File: src/rtl/packer_vr.sv
// Width-converting valid-ready packer: gathers IN_W-bit beats into OUT_W-bit words, LSB beat first.
// Define PACKER_BEATS_EN to add the data_out_beats port (count of valid beats in data_out).
module packer_vr #(
  parameter int unsigned IN_W  = 8,
  parameter int unsigned OUT_W = 32,
  localparam int unsigned RATIO = OUT_W / IN_W,
  localparam int unsigned CNT_W = $clog2(RATIO) + 1
) (
  input  logic             clk,
  input  logic             nrst,
  input  logic             en,
  input  logic             sync_rst,
  input  logic [IN_W-1:0]  data_in,
  input  logic             data_in_last,
  input  logic             data_in_valid,
  output logic             data_in_ready,
  output logic [OUT_W-1:0] data_out,
  output logic             data_out_last,
`ifdef PACKER_BEATS_EN
  output logic [CNT_W-1:0] data_out_beats,
`endif
  output logic             data_out_valid,
  input  logic             data_out_ready
);

  if ((RATIO < 2) || ((OUT_W % IN_W) != 0)) begin : g_bad_cfg
    $error("packer_vr: OUT_W must be an integer multiple (>=2) of IN_W");
  end

  logic [OUT_W-1:0] acc_q, acc_d;
  logic [CNT_W-1:0] cnt_q, cnt_d;
  logic             out_full_q, out_full_d;
  logic [OUT_W-1:0] data_out_q, data_out_d;
  logic             data_out_last_q, data_out_last_d;
`ifdef PACKER_BEATS_EN
  logic [CNT_W-1:0] data_out_beats_q, data_out_beats_d;
`endif

  logic             in_shake;
  logic             out_shake;
  logic             complete;
  logic [OUT_W-1:0] merged;
  logic [OUT_W-1:0] word;

  assign data_out_valid = en & out_full_q;
  assign data_in_ready  = en & nrst & ~sync_rst & (~out_full_q | data_out_ready);
  assign in_shake       = data_in_valid & data_in_ready;
  assign out_shake      = data_out_valid & data_out_ready;
  assign complete       = in_shake & ((cnt_q == CNT_W'(RATIO - 1)) | data_in_last);

  assign data_out      = data_out_q;
  assign data_out_last = data_out_last_q;
`ifdef PACKER_BEATS_EN
  assign data_out_beats = data_out_beats_q;
`endif

  // Merge the incoming beat into lane cnt; lanes above cnt are zero-padded in the closed word.
  always_comb begin
    merged = acc_q;
    word   = '0;
    for (int unsigned i = 0; i < RATIO; i++) begin
      if (cnt_q == CNT_W'(i)) merged[i*IN_W +: IN_W] = data_in;
      if (CNT_W'(i) <= cnt_q) word[i*IN_W +: IN_W] = merged[i*IN_W +: IN_W];
    end
  end

  always_comb begin
    acc_d           = acc_q;
    cnt_d           = cnt_q;
    out_full_d      = out_full_q;
    data_out_d      = data_out_q;
    data_out_last_d = data_out_last_q;
`ifdef PACKER_BEATS_EN
    data_out_beats_d = data_out_beats_q;
`endif

    if (complete) begin
      data_out_d      = word;
      data_out_last_d = data_in_last;
      out_full_d      = 1'b1;
      cnt_d           = '0;
      acc_d           = '0;
`ifdef PACKER_BEATS_EN
      data_out_beats_d = cnt_q + CNT_W'(1);
`endif
    end else if (in_shake) begin
      acc_d = merged;
      cnt_d = cnt_q + CNT_W'(1);
    end

    // A new word arriving in the same cycle as the drain keeps the register full.
    if (out_shake && !complete) out_full_d = 1'b0;

    if (sync_rst) begin
      acc_d           = '0;
      cnt_d           = '0;
      out_full_d      = 1'b0;
      data_out_d      = '0;
      data_out_last_d = 1'b0;
`ifdef PACKER_BEATS_EN
      data_out_beats_d = '0;
`endif
    end
  end

  always_ff @(posedge clk or negedge nrst) begin
    if (!nrst) begin
      acc_q           <= '0;
      cnt_q           <= '0;
      out_full_q      <= 1'b0;
      data_out_q      <= '0;
      data_out_last_q <= 1'b0;
`ifdef PACKER_BEATS_EN
      data_out_beats_q <= '0;
`endif
    end else begin
      acc_q           <= acc_d;
      cnt_q           <= cnt_d;
      out_full_q      <= out_full_d;
      data_out_q      <= data_out_d;
      data_out_last_q <= data_out_last_d;
`ifdef PACKER_BEATS_EN
      data_out_beats_q <= data_out_beats_d;
`endif
    end
  end

endmodule
File: config.mk
export PLATFORM = sky130hd
export DESIGN_NAME = packer_vr
export DESIGN_NICKNAME = d
export VERILOG_FILES = /design/src/rtl/packer_vr.sv
export SDC_FILE = /design/constraint.sdc
export NUM_CORES = 1
export LEC_CHECK = 0
export ABC_AREA = 0
export CORE_MARGIN = 2
export CORE_UTILIZATION = 50
export CTS_CLUSTER_DIAMETER = 150
export DETAILED_ROUTE_END_ITERATION = 10
export PLACE_DENSITY = 0.77
export SYNTH_ARGS = -nofsm -noshare
export SYNTH_HDL_FRONTEND = slang
export SYNTH_SLANG_ARGS = --single-unit
File: constraint.sdc
create_clock -name clk -period 4.06 [get_ports clk]
set_clock_uncertainty 0.2 [all_clocks]
set_input_delay 1.218 -clock clk [delete_from_list [all_inputs] [get_ports clk]]
set_output_delay 1.218 -clock clk [all_outputs]
set_load 0.005 [all_outputs]
Word-level counts from Yosys, hierarchy flattened:

Index checks and enable logic that the tools add are counted.

* flip-flop bits (word level): 69
* input port bits: 15
* word-level logic and storage cells: 51

* bitwise logic cells: 11
* reduce and logical (&&, ||, !) cells: 6
* equality and inequality tests: 3
* multiplexer cells: 21
* magnitude comparators: 4
* add/subtract/negate cells: 1

Operators with widths (number)
* 32-bit 2-to-1 mux: 5
* 8-bit 2-to-1 mux: 8
* 3-bit 2-to-1 mux: 3
* 1-bit bitwise AND: 7
* 3-bit by 2-bit equality test with 1-bit output, second input constant: 2
* 1-bit by 3-bit <= comparator with 1-bit output, first input constant: 2
* 2-bit by 3-bit <= comparator with 1-bit output, first input constant: 2
* 3-bit nonzero test: 2
* 1-bit 2-to-1 mux: 5
* 3-bit by 1-bit adder with 3-bit output, second input constant: 1
* 3-bit by 1-bit equality test with 1-bit output, second input constant: 1
* 3-bit logical NOT: 1
* 1-bit NOT: 2
* 1-bit bitwise OR: 2
* 2-bit nonzero test: 1
* 1-bit logical AND: 1
* 1-bit logical NOT: 1

Depth between registers and ports, before layout:

Gate-level depths: netlist (run 1).

* word-level depth: 9
* depth in mapped cells: 7
* mapped depth without buffers: 6

Worst setup path before layout (run 1):

No wires, ideal clock.

* kind: input to output
* start: input port sync_rst
* end: output port data_in_ready
* path buffers: 2
* required time: 2642 ps
* arrival time: 1867 ps
* path slack: 775 ps
* stages on the path: 3
* cells stage by stage: clkbuf_1 > clkbuf_1 > nor3_1

* word-level cells in the longest chain between the ends: 3

RTL lines
* start, declared: RTL line 12 `input logic sync_rst,`
* 1-bit NOT: RTL line 46 `assign data_in_ready = en & nrst & ~sync_rst & (~out_full_q | data_out_ready);`
* 1-bit bitwise AND (2 in a row): RTL line 46
* end, declared: RTL line 16 `output logic data_in_ready,`

No other way between the ends.

Worst setup path after layout (run 1):

* start: input port en
* end: output port data_out_valid

* word-level cells in the longest chain between the ends: 1

RTL lines
* start, declared: RTL line 11 `input logic en,`
* 1-bit bitwise AND: RTL line 45 `assign data_out_valid = en & out_full_q;`
* end, declared: RTL line 22 `output logic data_out_valid,`

No other way between the ends.

==> results of run 1 <==
what timing repair did:
action / 4_1_cts / 5_1_grt
pin swaps: 1 / 0
endpoints found under the hold margin: 0 / 0
endpoints found under the setup margin: 1 / 1
hold buffers: 0 / 0
buffers inserted: 0 / 0
resized for setup: 1 / 1
cells in the final DEF (no fill, tap or decap), drive strengths merged, types with 2 or more instances in the layout:
cell / instances
nor2b: 9
ha: 3
a32o: 9
and2: 2
o31ai: 2
a22oi: 8
buf: 9
a21oi: 28
nor3: 11
clkdlybuf4s50: 47
o21ai: 35
dfrtp: 69
nand2: 22
nor2: 7
nand3: 26
o32ai: 8
nand2b: 2
mux2i: 8
inv: 4
clkbuf: 11
and3: 24
a31o: 8
bufinv: 3
through the flow:
step	setup TNS (ps)	cells	setup WS (ps)	instance area, sq um	hold slack (ps)
3_5_place_dp	-70.8	428	-70.8	3780	294
3_3_place_gp	-71.7	428	-71.7	3780	289
6_report	0	444	245	4040	311
4_1_cts	0	444	18.1	4040	317
2_1_floorplan	0	319	775	3230	277
5_1_grt	0	444	188	4040	327
flip-flops by register name, summed over array words and instances (netlist names):
| signal | flops |
|---|---|
| acc_q | 32 |
| data_out_last | 1 |
| cnt_q | 3 |
| data_out | 32 |
| out_full_q | 1 |
power by group through the flow:
| stage | sequential, mW | combinational, mW | clock, mW |
|---|---|---|---|
| floorplan | 0.706 | 0.0333 | 0 |
| global placement | 0.706 | 0.0863 | 0 |
| detailed placement | 0.707 | 0.0871 | 0 |
| CTS | 0.693 | 0.0875 | 0.717 |
| global route | 0.694 | 0.0949 | 0.742 |
| finish | 0.693 | 0.0870 | 0.710 |
metal layers:
layer  wire length [um]  global-route usage  part of all wire  up-vias
met5                  0                   0                 0        -
met4                294               0.127             0.037        0
met3                489              0.0531             0.062       26
met2               3560               0.341              0.45       80
met1               3580               0.343              0.45     1310
li1                   -                   -                 -     1268
worst min path at each step:
| stage | endpoint | slack, ps | depth (start not counted) |
|---|---|---|---|
| 3_3_place_gp | data_out[5] | 290 | 2 |
| 4_1_cts | acc_q[29] | 320 | 1 |
| 3_5_place_dp | acc_q[29] | 290 | 1 |
| 5_1_grt | acc_q[27] | 330 | 1 |
| 2_1_floorplan | acc_q[24] | 280 | 1 |
| 6_report | data_out[27] | 310 | 2 |
layout make-up:
type	count	area, sq um	share of cell area
clock buffers	11	151	0.0374
clock inverters	5	106	0.0263
inverters	4	15.0	0.00371
multi-input cells	221	1390	0.343
flip-flops and latches	69	1730	0.427
well taps	77	96.3	0.0238
repair buffers	57	561	0.139
worst max-delay path: stages:
cell and delay [ps]:
clkdlybuf4s50_1 550, and2_1 140, clkdlybuf4s50_1 490
kinds of logic after synthesis:
| kind of cell | Yosys count | share of synthesized area |
|---|---|---|
| simple gates | 109 | 0.183 |
| compound gates | 101 | 0.205 |
| flops | 69 | 0.534 |
| buf+inv | 29 | 0.0410 |
| mux | 8 | 0.0248 |
| fa+ha+maj | 3 | 0.0116 |
==> metrics.md, run 1 <==
| Metric | Value |
|---|---|
| Ant. Diodes | 0 |
| CTS Buffer Depth | 2 |
| Reg2reg start | cnt_q[2] |
| GRT Total Usage | 0.239 |
| Reg power frac | 0.465 |
| Worst-path maximum fanout | 5 |
| Mapped Area | 0.00323 sq mm |
| Sw frac | 0.220 |
| Hold crit path type | flop to flop |
| Final setup violating endpoints | 0 |
| P&R area growth vs syn | 25.1% |
| DR pass1 iterations | 4 |
| Final net count | 380 |
| Post-Syn Nets | 337 |
| Psw | 0.328 mW |
| Worst hold start | data_out[27] |
| Max Fclk | between 0.2 and 0.3 GHz |
| Post-synth top area share | 0.534 |
| Largest net degree at the start of global routing | 62 |
| Wire per inst | 17.9 um |
| CP Launch Type | input pin |
| Root Buffer | clkbuf_8 |
| Total power | around 1.5 mW |
| Average via count per standard cell | about 6.0 |
| R2R Setup Slk | ~1600 ps |
| Vias | around 2700 |
| DR iter-0 viols | 230 |
| Critical path class | input pin to output port |
| Fillers | about 510 |
| Die W | about 84 um |
| Count leader, synth | dfrtp_1 |
| Ports | 50 |
| WP data arrival | 2400 ps |
| Crit path time final | about 3800 ps |
| #FFs+latches synth | 69 |
| Initial antenna violation count | 0 |
| Internal power | about 1.2 mW |
| FF-to-FF path depth | 4 |
| Rows | 29 |
| Clk pwr share | 0.477 |
| CTS sink count | 69 |
| Tcrit/Tclk final | 0.940 |
| Core area | around 0.0063 sq mm |
| Top_reg_cell synth | dfrtp_1 |
| Share of cells above drive strength 1 | 0.0954 |
| CP startpoint | en |
| Outcome | complete, no violations |
| First-pass GRT wire length | roughly 13000 um |
| Synth area leaders | dfrtp_1, o21ai_0, and3_1 |
| Leak Pwr | about 1.8 nW |
| Worst Setup EP | data_out_valid |
| Fin. Hold Viols | 0 |
| VDD IR max | around 270 uV |
| Worst-path clk slew | approximately 70 ps |
| Actual slew at the worst max-slew pin | 893 ps |
| Post-route ant nets | 0 |
| Post-Synthesis Cells | roughly 320 |
| Post-Route WL | just under 8000 um |
| TritonCTS clock tree | done |
| Vias in the first global route | between 2000 and 3000 |
| Req. time, crit path | between 2000 and 3000 ps |
| Buffers on Ports | between 40 and 50 |
| Die Span Y | 84.4 um |
| Overflow after GRT | 0 |
| Comb power frac | 0.058 |
| CTS Buf Count | 9 |
| Initial Util | 0.512 |
| Placer Congestion | 0.875 |
| Ys Warns | 0 |
| DP HPWL | ~5200 um |
| Max cap viols | 0 |
| H-tree depth | 3 |
| Endpoint class of the critical path | output port |
| Slew headroom | 0.400 |
| Pwr dens | between 300 and 400 mW/mm^2 |
| Die footprint | between 0.007 and 0.008 sq mm |
| Seq/Total Area, Yosys | 0.534 |
| Max Slew Vio Count | 0 |
| Number of flops mapped to enable cells by yosys | 0 |
| Unrepaired setup endpoints after global routing | false |
| Post-Route Utilization | 0.641 |
| Post-synth top area cell | dfrtp_1 |
| Most common library cells after synthesis | dfrtp_1, o21ai_0, a21oi_1, nand3_1, and3_1 |
| Post-synthesis cell type count | 39 |
| Worst R2R End | acc_q[14] |
| Ys async rst share | 1.00 |
| Worst-Skew Late Latency | ~350 ps |
| Avg Inst Size Synth | 10.1 sq um |
| Drc violations | 0 |
No activity file was read; power rests on OpenSTA's default activity.
==> inputs of run 2 (changes only) <==
GPL_TIMING_DRIVEN = 1   (was default)
PLACE_DENSITY = 0.75   (was 0.77)
==> metrics.md, run 2 (synthesis results as in run 1) <==
| Metric | Value |
|---|---|
| WP data arrival | about 2500 ps |
| P&R area growth vs syn | 24.7% |
| CTS sink count | between 60 and 70 |
| Slew headroom | 0.424 |
| Root Buffer | clkbuf_8 |
| Share of cells above drive strength 1 | 0.0976 |
| WHS | 310 ps |
| Max Fclk | roughly 0.26 GHz |
| Ant. Diodes | 0 |
| Largest net degree at the start of global routing | 72 |
| DR iter-0 viols | about 280 |
| Final std cells w/o fill | roughly 450 |
| Actual slew at the worst max-slew pin | roughly 860 ps |
| Vias in the first global route | around 2500 |
| Critical path class | input pin to output port |
| Max cap viols | 0 |
| Rows | 29 |
| Buffers on Ports | 49 |
| CTS Buffer Depth | 2 |
| First-pass GRT wire length | ~13000 um |
| Most frequent cells in the layout | dfrtp_1, clkdlybuf4s50_1, o21ai_0 |
| Average via count per standard cell | between 6 and 7 |
| Fin. Hold Viols | 0 |
| H-tree depth | 3 |
| Die W | 84.4 um |
| Final net count | between 300 and 400 |
| Drc violations | 0 |
| GRT Total Usage | 0.235 |
| Placed Area | around 0.0038 sq mm |
| CP startpoint | en |
| Placed cells | 430 |
| DR pass1 iterations | 5 |
| Outcome | complete, no violations |
| Most common cell after layout, fill and taps aside | dfrtp_1 |
| VDD IR max | 211 uV |
| Leak Pwr | about 1.8 nW |
| Final setup violating endpoints | 0 |
| Req. time, crit path | about 2600 ps |
| Initial antenna violation count | 0 |
| CP Launch Type | input pin |
| Pwr dens | roughly 360 mW/mm^2 |
| Total power | approximately 1.5 mW |
| Reg2reg start | cnt_q[0] |
| Initial Util | 0.512 |
| Overflow after GRT | 0 |
| Post-route ant nets | 0 |
| Total negative slack | 0 ps |
| Max Slew Vio Count | 0 |
| Worst hold start | data_out[15] |
| TritonCTS clock tree | done |
| Tcrit/Tclk final | 0.954 |
| Core area | between 0.006 and 0.007 sq mm |
| Vias | 2678 |
| Final instance area | 0.00403 sq mm |
| Worst-path clk slew | around 70 ps |
| Ports | 50 |
| Unrepaired setup endpoints after global routing | false |
| Die footprint | slightly above 0.007 sq mm |
| Crit path time final | 3870 ps |
| Endpoint class of the critical path | output port |
| Post-CTS setup buffer count | 0 |
| Die Span Y | 84.4 um |
| Placer Congestion | about 0.85 |
| CTS Buf Count | 9 |
| DP HPWL | 5080 um |
| Hold crit path type | flop to flop |
| Post-Route WL | 7860 um |
| Wire per inst | about 18 um |
| Worst-path maximum fanout | 4 |
| Worst-Skew Late Latency | 350 ps |
## run 2: changes by cell type in the layout (fill, tap and decap cells not counted)
cell	before	now
buf_12	1	0
buf_4	7	10
clkbuf_1	0	1
clkbuf_8	11	10
clkinv_4	1	0
dlygate4sd2_1	0	1
dlymetal6s2s_1	1	0
inv_6	0	1
## run 2: timing repair
item | 4_1_cts | 5_1_grt
setup endpoints to repair | 1 | 0
resized for setup | 2 | 0
hold buffers | 0 | 0
## run 2: power breakdown
group | switching, mW | internal [mW] | total (mW)
sequential | 0.00267 | 0.691 | 0.693
clock | 0.262 | 0.427 | 0.689
combinational | 0.0587 | 0.0294 | 0.0881
## run 2: final timing paths
check / to / slack (ps) / cells past startpoint
max: data_out_valid / 190 / 4
min: data_out[15] / 310 / 2
max reg2reg: acc_q[2] / 1630 / 6
min reg2reg: data_out[15] / 310 / 2
max in group asynchronous: data_out[9] / 2220 / 2
min in group asynchronous: acc_q[26] / 880 / 2
## run 2: final cells by class
| class | count | area [sq um] |
|---|---|---|
| Multi-Input combinational cell | 221 | 1390 |
| Inverter | 4 | 15.0 |
| Timing Repair Buffer | 59 | 559 |
| Clock buffer | 11 | 141 |
| Fill cell | 559 | 2280 |
| Sequential cell | 69 | 1730 |
| Tap cell | 77 | 96.3 |
| Clock inverter | 5 | 106 |
## run 2: metal layers
metal	vias up	share of wire	global-route usage	wire, um
met5	-	0	0	0
met4	0	0.017	0.0837	134
met3	12	0.053	0.0492	413
met2	74	0.45	0.325	3550
met1	1326	0.48	0.366	3770
li1	1266	-	-	-
## run 2: critical path: stages
cell	delay, ps
clkdlybuf4s50_1	500
buf_4	140
and2_1	110
clkdlybuf4s50_1	490
## run 2: per-stage QoR
| step | utilization | setup WS, ps |
|---|---|---|
| final | 0.639 | 187 |
| after global routing | 0.639 | 142 |
| after CTS | 0.639 | 177 |
| after detailed placement | 0.599 | -47.7 |
| after global placement | 0.599 | -25.0 |
| after floorplan | - | 775 |
